$ cat src/rtl/universal_shift_reg.sv
// rtl/universal_shift_reg.sv - WIDTH-bit universal shift register with a multi-cycle shift sequencer
// Per-edge hold/load/shift/rotate/asr/clear; start runs one shift mode for shamt cycles.
module universal_shift_reg #(
  parameter int               WIDTH     = 8,
  parameter logic [WIDTH-1:0] RESET_VAL = '0,
  parameter int               CW        = $clog2(WIDTH + 1)
) (
  input  logic             clk,
  input  logic             rst,
  input  logic             en,
  input  logic [2:0]       mode,
  input  logic [WIDTH-1:0] d,
  input  logic             sin_l,
  input  logic             sin_r,
  input  logic             start,
  input  logic [CW-1:0]    shamt,
  output logic [WIDTH-1:0] q,
  output logic [WIDTH-1:0] q_bar,
  output logic             sout_l,
  output logic             sout_r,
  output logic             busy,
  output logic             done
);

  typedef enum logic [1:0] {
    IDLE  = 2'd0,
    SHIFT = 2'd1,
    DONE  = 2'd2
  } state_t;

  localparam logic [CW-1:0] W_CW   = CW'(WIDTH);
  localparam logic [CW-1:0] CW_ONE = CW'(1);

  state_t           r_state, w_state_nxt;
  logic [WIDTH-1:0] r_q, w_q_nxt;
  logic [2:0]       r_op, w_op_nxt;
  logic [CW-1:0]    r_cnt, w_cnt_nxt;
  logic [CW-1:0]    w_shamt_clamp;
  logic             w_mode_seq;

  function automatic logic [WIDTH-1:0] f_apply(
    input logic [2:0]       op,
    input logic [WIDTH-1:0] cur,
    input logic [WIDTH-1:0] dat,
    input logic             sl,
    input logic             sr
  );
    case (op)
      3'b001:  f_apply = dat;
      3'b010:  f_apply = {cur[WIDTH-2:0], sr};
      3'b011:  f_apply = {sl, cur[WIDTH-1:1]};
      3'b100:  f_apply = {cur[WIDTH-2:0], cur[WIDTH-1]};
      3'b101:  f_apply = {cur[0], cur[WIDTH-1:1]};
      3'b110:  f_apply = {cur[WIDTH-1], cur[WIDTH-1:1]};
      3'b111:  f_apply = '0;
      default: f_apply = cur;
    endcase
  endfunction

  assign w_shamt_clamp = (shamt > W_CW) ? W_CW : shamt;
  // Only the shift/rotate/asr modes are meaningful to repeat; others finish immediately.
  assign w_mode_seq    = (mode >= 3'b010) && (mode <= 3'b110);

  always_comb begin
    w_state_nxt = r_state;
    w_q_nxt     = r_q;
    w_op_nxt    = r_op;
    w_cnt_nxt   = r_cnt;
    case (r_state)
      IDLE: begin
        if (en) begin
          if (start) begin
            w_op_nxt = mode;
            if (w_mode_seq && (w_shamt_clamp != '0)) begin
              w_cnt_nxt   = w_shamt_clamp;
              w_state_nxt = SHIFT;
            end else begin
              w_cnt_nxt   = '0;
              w_state_nxt = DONE;
            end
          end else begin
            w_q_nxt = f_apply(mode, r_q, d, sin_l, sin_r);
          end
        end
      end
      SHIFT: begin
        if (en) begin
          w_q_nxt   = f_apply(r_op, r_q, d, sin_l, sin_r);
          w_cnt_nxt = r_cnt - CW_ONE;
          if (r_cnt == CW_ONE) begin
            w_state_nxt = DONE;
          end
        end
      end
      DONE: begin
        w_state_nxt = IDLE;
      end
      default: begin
        w_state_nxt = IDLE;
      end
    endcase
  end

  always_ff @(posedge clk) begin
    if (rst) begin
      r_state <= IDLE;
      r_q     <= RESET_VAL;
      r_op    <= 3'b000;
      r_cnt   <= '0;
    end else begin
      r_state <= w_state_nxt;
      r_q     <= w_q_nxt;
      r_op    <= w_op_nxt;
      r_cnt   <= w_cnt_nxt;
    end
  end

  assign q      = r_q;
  assign q_bar  = ~r_q;
  assign sout_l = r_q[WIDTH-1];
  assign sout_r = r_q[0];
  assign busy   = (r_state == SHIFT);
  assign done   = (r_state == DONE);

endmodule

$ cat config.mk
export PLATFORM = sky130hd
export DESIGN_NAME = universal_shift_reg
export DESIGN_NICKNAME = d
export VERILOG_FILES = /design/src/rtl/universal_shift_reg.sv
export SDC_FILE = /design/constraint.sdc
export NUM_CORES = 1
export LEC_CHECK = 0
export ABC_AREA = 1
export ABC_CLOCK_PERIOD_IN_PS = 2100
export BUFFER_PORTS_ARGS = -buffer_cell sky130_fd_sc_hd__buf_2
export CAP_MARGIN = 10
export CORE_MARGIN = 2
export CORE_UTILIZATION = 56
export CTS_CLUSTER_DIAMETER = 60
export DETAILED_ROUTE_END_ITERATION = 7
export GPL_TIMING_DRIVEN = 0
export PLACE_DENSITY = 0.84
export SYNTH_ARGS = -nofsm -noshare
export SYNTH_HDL_FRONTEND = slang
export SYNTH_SLANG_ARGS = --single-unit
$ cat constraint.sdc
create_clock -name clk -period 2.1 [get_ports clk]
set_input_delay 0.63 -clock clk [delete_from_list [all_inputs] [get_ports clk]]
set_output_delay 0.63 -clock clk [all_outputs]
set_load 0.03 [all_outputs]
==> results.md, run 1 <==
- Run status: finished clean
- Power Internal: 608.4 uW
- IO buf count: 37
- Maximum number of pins on one net before global-route repair: 11
- Post-DP Area: 1725 um2
- CP Data Arrival Time: 1.31 ns
- Final nets: 316
- HPWL after DPL: 2.863 mm
- Die width: 55.80 um
- Total gr overflow: 0
- Critical path startpoint category: flop
- Final period util: 92.42%
- Synth Warn #: 0
- Post-Route Setup TNS: 0 ns
- Setup ws final: 0.1593 ns
- Crit-path leading delay family: buffers and inverters
- Critical path's slowest cell: dfxtp_1
- GP Congestion: 0.8285
- Clk pwr share: 16.6%
- CTS Buf Count: 3
- Pin slew with the least headroom to its limit: 0.3923 ns
- Pwr/cell area: 645.0 nW/um2
- FILL cells: 256
- Row count: 18
- Multi-input gate area: 960.9 um2
- Clock Sinks: 17
- Mapped Avg Cell Area: 5.963 um2
- First-pass GRT wire length: 6.851 mm
- Comb pwr share: 47.3%
- HP Class: flop to flop
- #FFs+latches synth: 17
- Total iterations of the first detailed-routing run: 4
- Critical path endpoint category: output pin
- CTS H-tree depth: 1
- WHS: 0.5650 ns
- Fmax achieved: 0.5153 GHz
- Final-report setup violation count: 0
- Ports: 41
- Clk_lat worst skew: 0.30 ns
- Post-route cell area: 1749 um2
- Sequential area share after synthesis: 22.65%
- DRC marker count from the first detailed-route iteration: 105
- Relative slew slack: 73.84%
- Commonest non-fill, non-tap cells in the layout: nand2_1 (62), buf_2 (38), nand3_1 (34)
- Die area: 3114 um2
- Root Driver: clkbuf_4
- CTS hold repair buffers: 0
- Synth cell types: 30
- Non-Filler Instances: 322
- Max Buffers Root-to-Sink: 2
- Leakage: 0.8639 nW
- Layout cells sized above 1: 25.34%
- Initial antenna violation count: 0
- Vias in the first global route: 1,489
- CP required: 1.47 ns
- Largest cells by area after synthesis: dfxtp_1 (23%), nand2_1 (15%), nand3_1 (11%)
- RSZ-0062 raised after global routing: false
- Reg area: 340.3 um2
- Total Routed Length: 3.822 mm
- Die height: 55.80 um
- Area leader, netlist: dfxtp_1
- GRT Total Usage: 27.00%
- Post-CTS Repair Setup Buffers: 0
- Layout Area Growth over Synthesis: 16.40%
- Hold Fails Final Rpt: 0
- Synth top area share: 22.65%
- Placed instance count: 319
- Initial Util: 60.11%
- Net Sw Frac: 46.07%
- Seq pwr share: 36.2%
- Max incr delay on CP: 0.41 ns
- Worst VDD drop: 0.0004423 V
- Drt wl/cell: 11.87 um
- Switching Power: 519.7 uW
- Cell area after synthesis: 1503 um2
- Max-cap check violation count: 0
- Avg Vias per Cell: 5.401
- Core Region: 2500 um2
- Pre-CTS setup slack: 0.4125 ns
- Ant diodes: 0
- Critical path buffers and inverters: 2
- Syn_nets: 275
- Clk_skew: 0.007474 ns
- Via Count: 1,739
- Post-Synthesis Cells: 252
- Drt drc: 0
- Worst-path fanout max: 13
- TritonCTS clock tree: done
- Fin. max-slew vios: 0
- Final ANT Viol Nets: 0
- Worst setup path class: flop to output pin
- Clock transition at the registers of the reported paths: 0.11 ns
- Most common cell after layout, fill and taps aside: nand2_1
- Min Tclk post-route: 1.941 ns
- Cells along the critical path: nand2_2 > inv_2 > clkbuf_4
final cells by class:
cell class,instances,share of cell area (%)
well taps,30,2.146
repair buffers,37,10.73
multi-input cells,188,54.94
flip-flops and latches,17,19.46
inverters,38,8.298
plain buffers,8,2.933
clock buffers,4,1.502
registers in the layout, summed over array words and instances (netlist names):
register and cells:
r_state 2, q 8, r_op 3, r_cnt 4
worst reg2reg max path, delay by kind of cell, from the launching register on:
family / cells / cell delay (ns)
simple gates: 5 / 0.54
buf+inv: 4 / 0.41
flops: 1 / 0.39
through the flow:
step / util [%] / total power [mW]
6_report: 69.97 / 1.128
5_1_grt: 69.97 / 1.220
4_1_cts: 70.07 / 1.131
3_5_place_dp: 69.02 / 0.9447
3_3_place_gp: 69.02 / 0.9377
2_1_floorplan: - / 0.8071
synth_stat cells:
| master | count |
|---|---|
| nand2_2 | 3 |
| nand3_4 | 1 |
| nand3_2 | 4 |
| xor2_1 | 1 |
| nor4_1 | 1 |
| buf_4 | 5 |
| nand3b_1 | 1 |
| dfxtp_1 | 17 |
| a21oi_2 | 1 |
| inv_4 | 1 |
| a31oi_1 | 3 |
| nor2_2 | 4 |
| or2_2 | 1 |
| inv_2 | 9 |
| o21ai_1 | 5 |
| o21ai_0 | 6 |
| nor2_8 | 2 |
| nor3_1 | 3 |
| o21a_1 | 1 |
| nand4_1 | 6 |
| a21oi_1 | 28 |
| clkbuf_1 | 1 |
| ha_1 | 2 |
| nor3_2 | 1 |
| inv_1 | 28 |
| buf_2 | 3 |
| o22ai_1 | 1 |
| nand2_1 | 62 |
| nand3_1 | 34 |
| nor2_1 | 17 |
cell families after synthesis:
| family | share of synthesized area (%) |
|---|---|
| buffers and inverters | 13.41 |
| adder cells (fa/ha/maj) | 1.665 |
| flip-flops | 22.65 |
| XOR/XNOR | 0.5830 |
| AND/OR/NAND/NOR | 45.96 |
| AO/OA/AOI/OAI | 15.74 |
power groups by stage:
| stage | registers [mW] | clock network (mW) | logic, mW |
|---|---|---|---|
| after floorplan | 0.442 | 0 | 0.365 |
| after global placement | 0.414 | 0 | 0.524 |
| after detailed placement | 0.414 | 0 | 0.531 |
| after CTS | 0.407 | 0.192 | 0.532 |
| after global routing | 0.416 | 0.209 | 0.596 |
| final | 0.408 | 0.187 | 0.533 |
path summary, 6_finish.rpt:
| kind | startpoint | end | slack [ns] | cells after the start |
|---|---|---|---|---|
| worst min register to register | r_cnt[0] | r_cnt[0] | 0.56 | 2 |
| worst max-delay path | r_state[0] | busy | 0.16 | 3 |
| worst max register to register | r_state[1] | q[0] | 0.66 | 9 |
| worst min-delay path | r_cnt[0] | r_cnt[0] | 0.56 | 2 |
metal layers:
| metal | vias up | part of all wire, % | track usage (%) |
|---|---|---|---|
| met5 | - | 0 | 0 |
| met4 | 0 | 0.63 | 6.272 |
| met3 | 4 | 8.5 | 4.186 |
| met2 | 66 | 46 | 42.35 |
| met1 | 765 | 45 | 38.75 |
| li1 | 904 | - | - |
timing repair:
| action | 4_1_cts | 5_1_grt |
|---|---|---|
| resized for setup | 0 | 1 |
| hold endpoints to repair | 0 | 0 |
| endpoints found under the setup margin | 0 | 1 |
Note: power is estimated with default switching activity, not from simulation.
==> run 2: changes to the inputs <==
- ABC_AREA: 1 -> 0
- CORE_UTILIZATION: 56 -> 59
- CTS_BUF_LIST: not set -> sky130_fd_sc_hd__clkbuf_8
- PLACE_DENSITY: 0.84 -> 0.87
==> run 2 against run 1 <==
Compared with the run above: flip-flop and latch count stayed put; design area up 11%; critical path depth is 3 higher; register-to-register slack got worse by 0.51 ns; synthesized cell count down 10%; global-route usage grew 3.4 points; via count grew 9.2%; combinational power decreased by 25%.
==> results.md, run 2 <==
- IO buf count: 39 (+5.4%)
- Clk_skew: 0.001158 ns (-0.006316 ns)
- Number of synthesized flops with an enable pin: 0 (unchanged)
- Total iterations of the first detailed-routing run: 5 (+1)
- Worst VDD drop: 0.0006088 V (+38%)
- TritonCTS clock tree: done
- Synth top area share: 21.15% (-1.5 points)
- Run status: finished clean
- Asr flop ratio synth: 0% (unchanged)
- Synth cell types: 50 (+67%)
- Most instantiated cells after synthesis: nor2_1 (26), inv_1 (19), nand2_1 (18), dfxtp_1 (17), a21oi_1 (15)
- Switching Power: 392.4 uW (-25%)
- Maximum number of pins on one net before global-route repair: 14 (+3)
- Layout cells sized above 1: 23.25% (-2.1 points)
- Final-report setup violation count: 0 (unchanged)
- Post-Synthesis Cells: 226 (-10%)
- First-pass GRT wire length: 7.790 mm (+14%)
- Syn_nets: 249 (-9.5%)
- CTS hold repair buffers: 0 (unchanged)
- Drt wl/cell: 15.69 um (+32%)
- Avg Vias per Cell: 6.309 (+17%)
- Relative slew slack: 59.75% (-14 points)
- Final ANT Viol Nets: 0 (unchanged)
- Most common cell after layout, fill and taps aside: buf_2
- Overall power: 1.025 mW (-9.1%)
- Row count: 18 (unchanged)
- Final nets: 295 (-6.6%)
- Fmax achieved: 0.4856 GHz (-5.8%)
- CP Data Arrival Time: 1.43 ns (+0.12 ns)
- Total gr overflow: 0 (unchanged)
- Worst-path fanout max: 10 (-3)
- Clock Sinks: 17 (unchanged)
- Via Count: 1,899 (+9.2%)
- CTS H-tree depth: 1 (unchanged)
- Largest register FFs: 8 (unchanged)
- Hold Fails Final Rpt: 0 (unchanged)
- Initial antenna violation count: 0 (unchanged)
- Vias in the first global route: 1,622 (+8.9%)
- Initial Util: 63.79% (+3.7 points)
- Max-cap check violation count: 0 (unchanged)
- Pin slew with the least headroom to its limit: 0.6025 ns (+0.2102 ns)
- Clk pwr share: 25.5% (+8.9 points)
- Final period util: 98.06% (+5.6 points)
- Most frequent cell after synthesis: nor2_1
- GRT Total Usage: 30.36% (+3.4 points)
- Synth Warn #: 0 (unchanged)
- Power Internal: 632.9 uW (+4.0%)
- Commonest non-fill, non-tap cells in the layout: buf_2 (40), nor2_1 (26), inv_1 (18), nand2_1 (18), dfxtp_1 (16)
- Min Tclk post-route: 2.059 ns (+0.1186 ns)
- Sequential area share after synthesis: 21.15% (-1.5 points)
- Largest cells by area after synthesis: dfxtp_1 (21%), mux2i_1 (8.7%), nor2_1 (6.1%)
- Clock transition at the registers of the reported paths: 0.07 ns (-0.04 ns)
- HP Class: flop to flop
- Total Routed Length: 4.724 mm (+24%)
- DRC marker count from the first detailed-route iteration: 168 (+60%)
- Clk_lat worst skew: 0.26 ns (-0.04 ns)
- Die height: 56.22 um (+0.75%)
- Ant diodes: 0 (unchanged)
- Comb pwr share: 39.2% (-8.1 points)
- Net Sw Frac: 38.27% (-7.8 points)
- Area leader, netlist: dfxtp_1
- CTS Buf Count: 3 (unchanged)
- CP required: 1.47 ns (about the same)
- Drt drc: 0 (unchanged)
- Critical path startpoint category: flop
- HPWL after DPL: 3.311 mm (+16%)
- Die width: 56.22 um (+0.75%)
- Main synth FF type: dfxtp_1
- Pwr/cell area: 527.3 nW/um2 (-18%)
- Seq pwr share: 35.3% (-0.9 points)
- Cell area after synthesis: 1609 um2 (+7.1%)
- Mapped Avg Cell Area: 7.120 um2 (+19%)
- #FFs+latches synth: 17 (unchanged)
- Max Buffers Root-to-Sink: 2 (unchanged)
- Critical path endpoint category: output pin
- GP Congestion: 0.9722 (+17%)
- WHS: 0.4929 ns (-0.07210 ns)
- Worst setup path class: flop to output pin
- Leakage: 0.8032 nW (-7.0%)
- Die area: 3161 um2 (+1.5%)
- Core Region: 2522 um2 (+0.90%)
- Root Driver: clkbuf_8
- Ports: 41 (unchanged)
- Layout Area Growth over Synthesis: 20.84%
- Fin. max-slew vios: 0 (unchanged)
==> run 2: cell count changes in the layout (fill, tap and decap cells not counted), sizes merged, moves of 5 or more <==
cell    previous run  this run
nand2             65        18
nand3             39         2
inv               38        18
a21oi             29        15
mux2i              0        14
clkbuf             6        16
a211oi             0         9
buf               43        51
nand4              6         0
a211o              0         5
a221oi             0         5
==> run 2: cell type report <==
class,count,area [um2]
inverter,19,75.07
buffer,22,125.1
timing repair buffer,42,224.0
clock buffer,3,41.29
sequential,17,344.1
tap,30,37.54
multi-input combinational,167,1090
clock inverter,1,7.507
fill,211,578.1
==> run 2: worst max-delay path, cell delays in order (launching register included) <==
cell and delay (ns):
dfxtp_1 0.30, buf_4 0.16, nand2b_4 0.07, buf_6 0.15
clkinvlp_4 0.17, buf_8 0.18, buf_6 0.13
==> run 2: what timing repair did <==
action / 4_1_cts / 5_1_grt
setup endpoints to repair: 5 / 3
resized for setup: 8 / 6
setup buffers: 0 / 3
==> run 2: power by group through the flow <==
stage | Combinational, mW | Clock [mW] | Sequential (mW)
final | 0.402 | 0.261 | 0.362
after global routing | 0.437 | 0.276 | 0.365
after CTS | 0.386 | 0.261 | 0.362
after detailed placement | 0.377 | 0 | 0.370
after global placement | 0.371 | 0 | 0.369
after floorplan | 0.259 | 0 | 0.384
==> run 2: final timing paths <==
check             startpoint    endpoint  slack [ns]  cells past startpoint
setup reg to reg     r_op[2]        q[5]        0.15                      6
hold / removal    r_state[1]  r_state[0]        0.49                      1
hold reg to reg   r_state[1]  r_state[0]        0.49                      1
setup / recovery  r_state[0]        busy        0.04                      6
==> run 2: kinds of logic after synthesis <==
kind of cell,after synthesis,synth area share (%)
xor+xnor,3,1.633
buf+inv,42,11.59
compound gates,77,33.75
simple gates,70,20.92
fa+ha+maj,2,1.555
mux,15,9.409
flops,17,21.15
==> run 2: per-layer routing <==
metal	global-route usage, %	part of all wire [%]	vias up	routed length [um]
li1	-	-	910	-
met1	45.58	46	885	2173
met2	44.87	44	96	2093
met3	5.581	9.1	8	429
met4	6.122	0.59	0	28
met5	0	0	-	0
==> run 2: stage by stage <==
| stage | setup slack, ns | utilization [%] | instance area [um2] | setup TNS, ns | instances |
|---|---|---|---|---|---|
| 2_1_floorplan | 0.1667 | - | 1609 | 0 | 226 |
| 3_3_place_gp | -0.3743 | 73.02 | 1842 | -2.111 | 295 |
| 3_5_place_dp | -0.4289 | 73.02 | 1842 | -2.382 | 295 |
| 4_1_cts | 0.01340 | 75.94 | 1916 | 0 | 298 |
| 5_1_grt | -0.002731 | 77.08 | 1944 | -0.002731 | 301 |
| 6_report | 0.04069 | 77.08 | 1944 | 0 | 301 |
==> run 3: changes to the inputs <==
- ABC_CLOCK_PERIOD_IN_PS: 2100 -> 1850
- CAP_MARGIN: 10 -> 20
- CORE_UTILIZATION: 59 -> 50
- PLACE_DENSITY: 0.87 -> 0.79
- clock period: 2.1 -> 1.85 ns (I/O delays scaled with it)
==> run 3 against run 2 <==
Compared with the run above: first-iteration DRC count shrank 23%; routed wire length grew 0.72%; cell count grew 4.7%; register-to-register slack lost 0.08 ns; hold slack gained 0.021 ns; sequential share of layout area is essentially flat; combinational power grew 12%; highest routed layer unchanged.
==> results.md, run 3 (same netlist as run 2, synthesis figures left out) <==
- Most common cell after layout, fill and taps aside: buf_2
- Setup ws final: 0.05258 ns (+0.01190 ns)
- Vias in the first global route: 1,626 (+0.25%)
- Crit-path leading delay family: buffers and inverters
- Final ANT Viol Nets: 0 (unchanged)
- Commonest non-fill, non-tap cells in the layout: buf_2 (40), nor2_1 (26), inv_1 (18)
- HP Class: flop to flop
- Initial Util: 52.70% (-11 points)
- Die height: 60.73 um (+8.0%)
- Total iterations of the first detailed-routing run: 7 (+2)
- Max Buffers Root-to-Sink: 2 (unchanged)
- TritonCTS clock tree: done
- FILL cells: 292 (+38%)
- Die width: 60.73 um (+8.0%)
- Clk pwr share: 24.3% (-1.2 points)
- Cells along the critical path: nand2b_4 > clkinvlp_4 > buf_4 > buf_4
- Clock Sinks: 17 (unchanged)
- Clk_lat worst skew: 0.25 ns (about the same)
- CP required: 1.29 ns (-0.18 ns)
- Clock transition at the registers of the reported paths: 0.07 ns (about the same)
- CP Data Arrival Time: 1.24 ns (-0.19 ns)
- RSZ-0062 raised after global routing: false
- Max-cap check violation count: 0 (unchanged)
- Pre-CTS setup slack: -0.4009 ns (+0.02802 ns)
- Clk_skew: 0.004373 ns (+0.003215 ns)
- Leakage: 0.8178 nW (+1.8%)
- CTS H-tree depth: 1 (unchanged)
- Via Count: 1,876 (-1.2%)
- HPWL after DPL: 3.441 mm (+3.9%)
- Maximum number of pins on one net before global-route repair: 11 (-3)
- Total Routed Length: 4.758 mm (+0.72%)
- IO buf count: 39 (unchanged)
- DRC marker count from the first detailed-route iteration: 129 (-23%)
- Final nets: 295 (unchanged)
- Run status: finished clean
- Crit path top cell by count: buf_4
- GP Congestion: 0.9358 (-3.7%)
- Fin. max-slew vios: 0 (unchanged)
- Worst setup path class: flop to output pin
- Row count: 20 (+2)
- Pin slew with the least headroom to its limit: 0.5378 ns (-0.06470 ns)
- Critical path's slowest cell: dfxtp_4
- Drt wl/cell: 15.10 um (-3.8%)
- Initial antenna violation count: 0 (unchanged)
- First-pass GRT wire length: 7.534 mm (-3.3%)
- CTS Buf Count: 3 (unchanged)
- Power Internal: 719.1 uW (+14%)
- Critical path endpoint category: output pin
- Worst VDD drop: 0.0003657 V (-40%)
- Switching Power: 432.0 uW (+10%)
- Pwr/cell area: 581.2 nW/um2 (+10%)
- Root Driver: clkbuf_8
- Ant diodes: 0 (unchanged)
- Fmax achieved: 0.5564 GHz
- FF-to-FF setup slack: 0.07 ns (-0.08 ns)
- Final period util: 97.16%
- Layout Area Growth over Synthesis: 23.09%
- Ports: 41 (unchanged)
- Avg Vias per Cell: 5.956 (-5.6%)
- Drt drc: 0 (unchanged)
- Total gr overflow: 0 (unchanged)
- Layout cells sized above 1: 27.68% (+4.4 points)
- Critical path startpoint category: flop
- Seq pwr share: 36.5% (+1.2 points)
- Die area: 3688 um2 (+17%)
- Largest register FFs: 8 (unchanged)
- Min Tclk post-route: 1.797 ns
- Core Region: 3053 um2 (+21%)
- GRT Total Usage: 26.93% (-3.4 points)
- Hold Fails Final Rpt: 0 (unchanged)
- Max incr delay on CP: 0.37 ns (+0.07 ns)
- Net Sw Frac: 37.53% (-0.74 points)
- Worst-path fanout max: 10 (unchanged)
- Comb pwr share: 39.1% (about the same)
- Relative slew slack: 64.01% (+4.3 points)
- Post-Route Setup TNS: 0 ns (unchanged)
- Critical path buffers and inverters: 3 (-2)
- Final-report setup violation count: 0 (unchanged)
==> run 3: worst paths after layout <==
path         cells after the start       start        to
max reg2reg                      6  r_state[1]      q[5]
min                              2    r_cnt[1]  r_cnt[1]
min reg2reg                      2    r_cnt[1]  r_cnt[1]
max                              4  r_state[1]      busy
==> run 3: power groups by stage <==
stage	Sequential (mW)	Clock (mW)	Combinational [mW]
4_1_cts	0.419	0.285	0.431
3_3_place_gp	0.419	0	0.424
2_1_floorplan	0.436	0	0.294
5_1_grt	0.424	0.299	0.492
3_5_place_dp	0.420	0	0.430
6_report	0.421	0.280	0.450
==> run 3: tightest hold or removal path, stage by stage (launching register included) <==
cell      delay [ns]
dfxtp_1         0.32
nor2_1          0.10
a211oi_1        0.05
==> run 3: layout make-up <==
type / instances / area [um2] / share of cell area (%)
Multi-Input combinational cell: 167 / 1110 / 56.03
Sequential cell: 17 / 350.3 / 17.69
Timing Repair Buffer: 45 / 242.7 / 12.26
Buffer: 19 / 101.3 / 5.117
Inverter: 19 / 75.07 / 3.790
Tap cell: 44 / 55.05 / 2.780
Clock buffer: 3 / 41.29 / 2.085
Clock inverter: 1 / 5.005 / 0.2527
==> run 3: layer usage <==
layer  up-vias  part of all wire [%]  global-route usage (%)
li1        912                     -                       -
met1       865                    46                   39.38
met2        95                    44                   42.24
met3         4                   8.7                   4.051
met4         0                  0.61                   5.280
met5         -                     0                       0
==> run 3: stage by stage <==
step | cell area (um2) | hold WS, ns | cells | util, % | total power, mW
5_1_grt | 1981 | 0.5548 | 315 | 64.88 | 1.215
6_report | 1981 | 0.5140 | 315 | 64.88 | 1.151
2_1_floorplan | 1612 | 0.4887 | 226 | - | 0.7304
4_1_cts | 1931 | 0.4770 | 313 | 63.24 | 1.135
3_5_place_dp | 1862 | 0.5094 | 309 | 60.98 | 0.8498
3_3_place_gp | 1862 | 0.5014 | 309 | 60.98 | 0.8429
==> run 3: timing repair <==
item / 4_1_cts / 5_1_grt
hold buffers: 0 / 0
pin swaps: 2 / 2
buffers inserted: 3 / 3
endpoints found under the setup margin: 11 / 12
gates resized for setup: 7 / 17
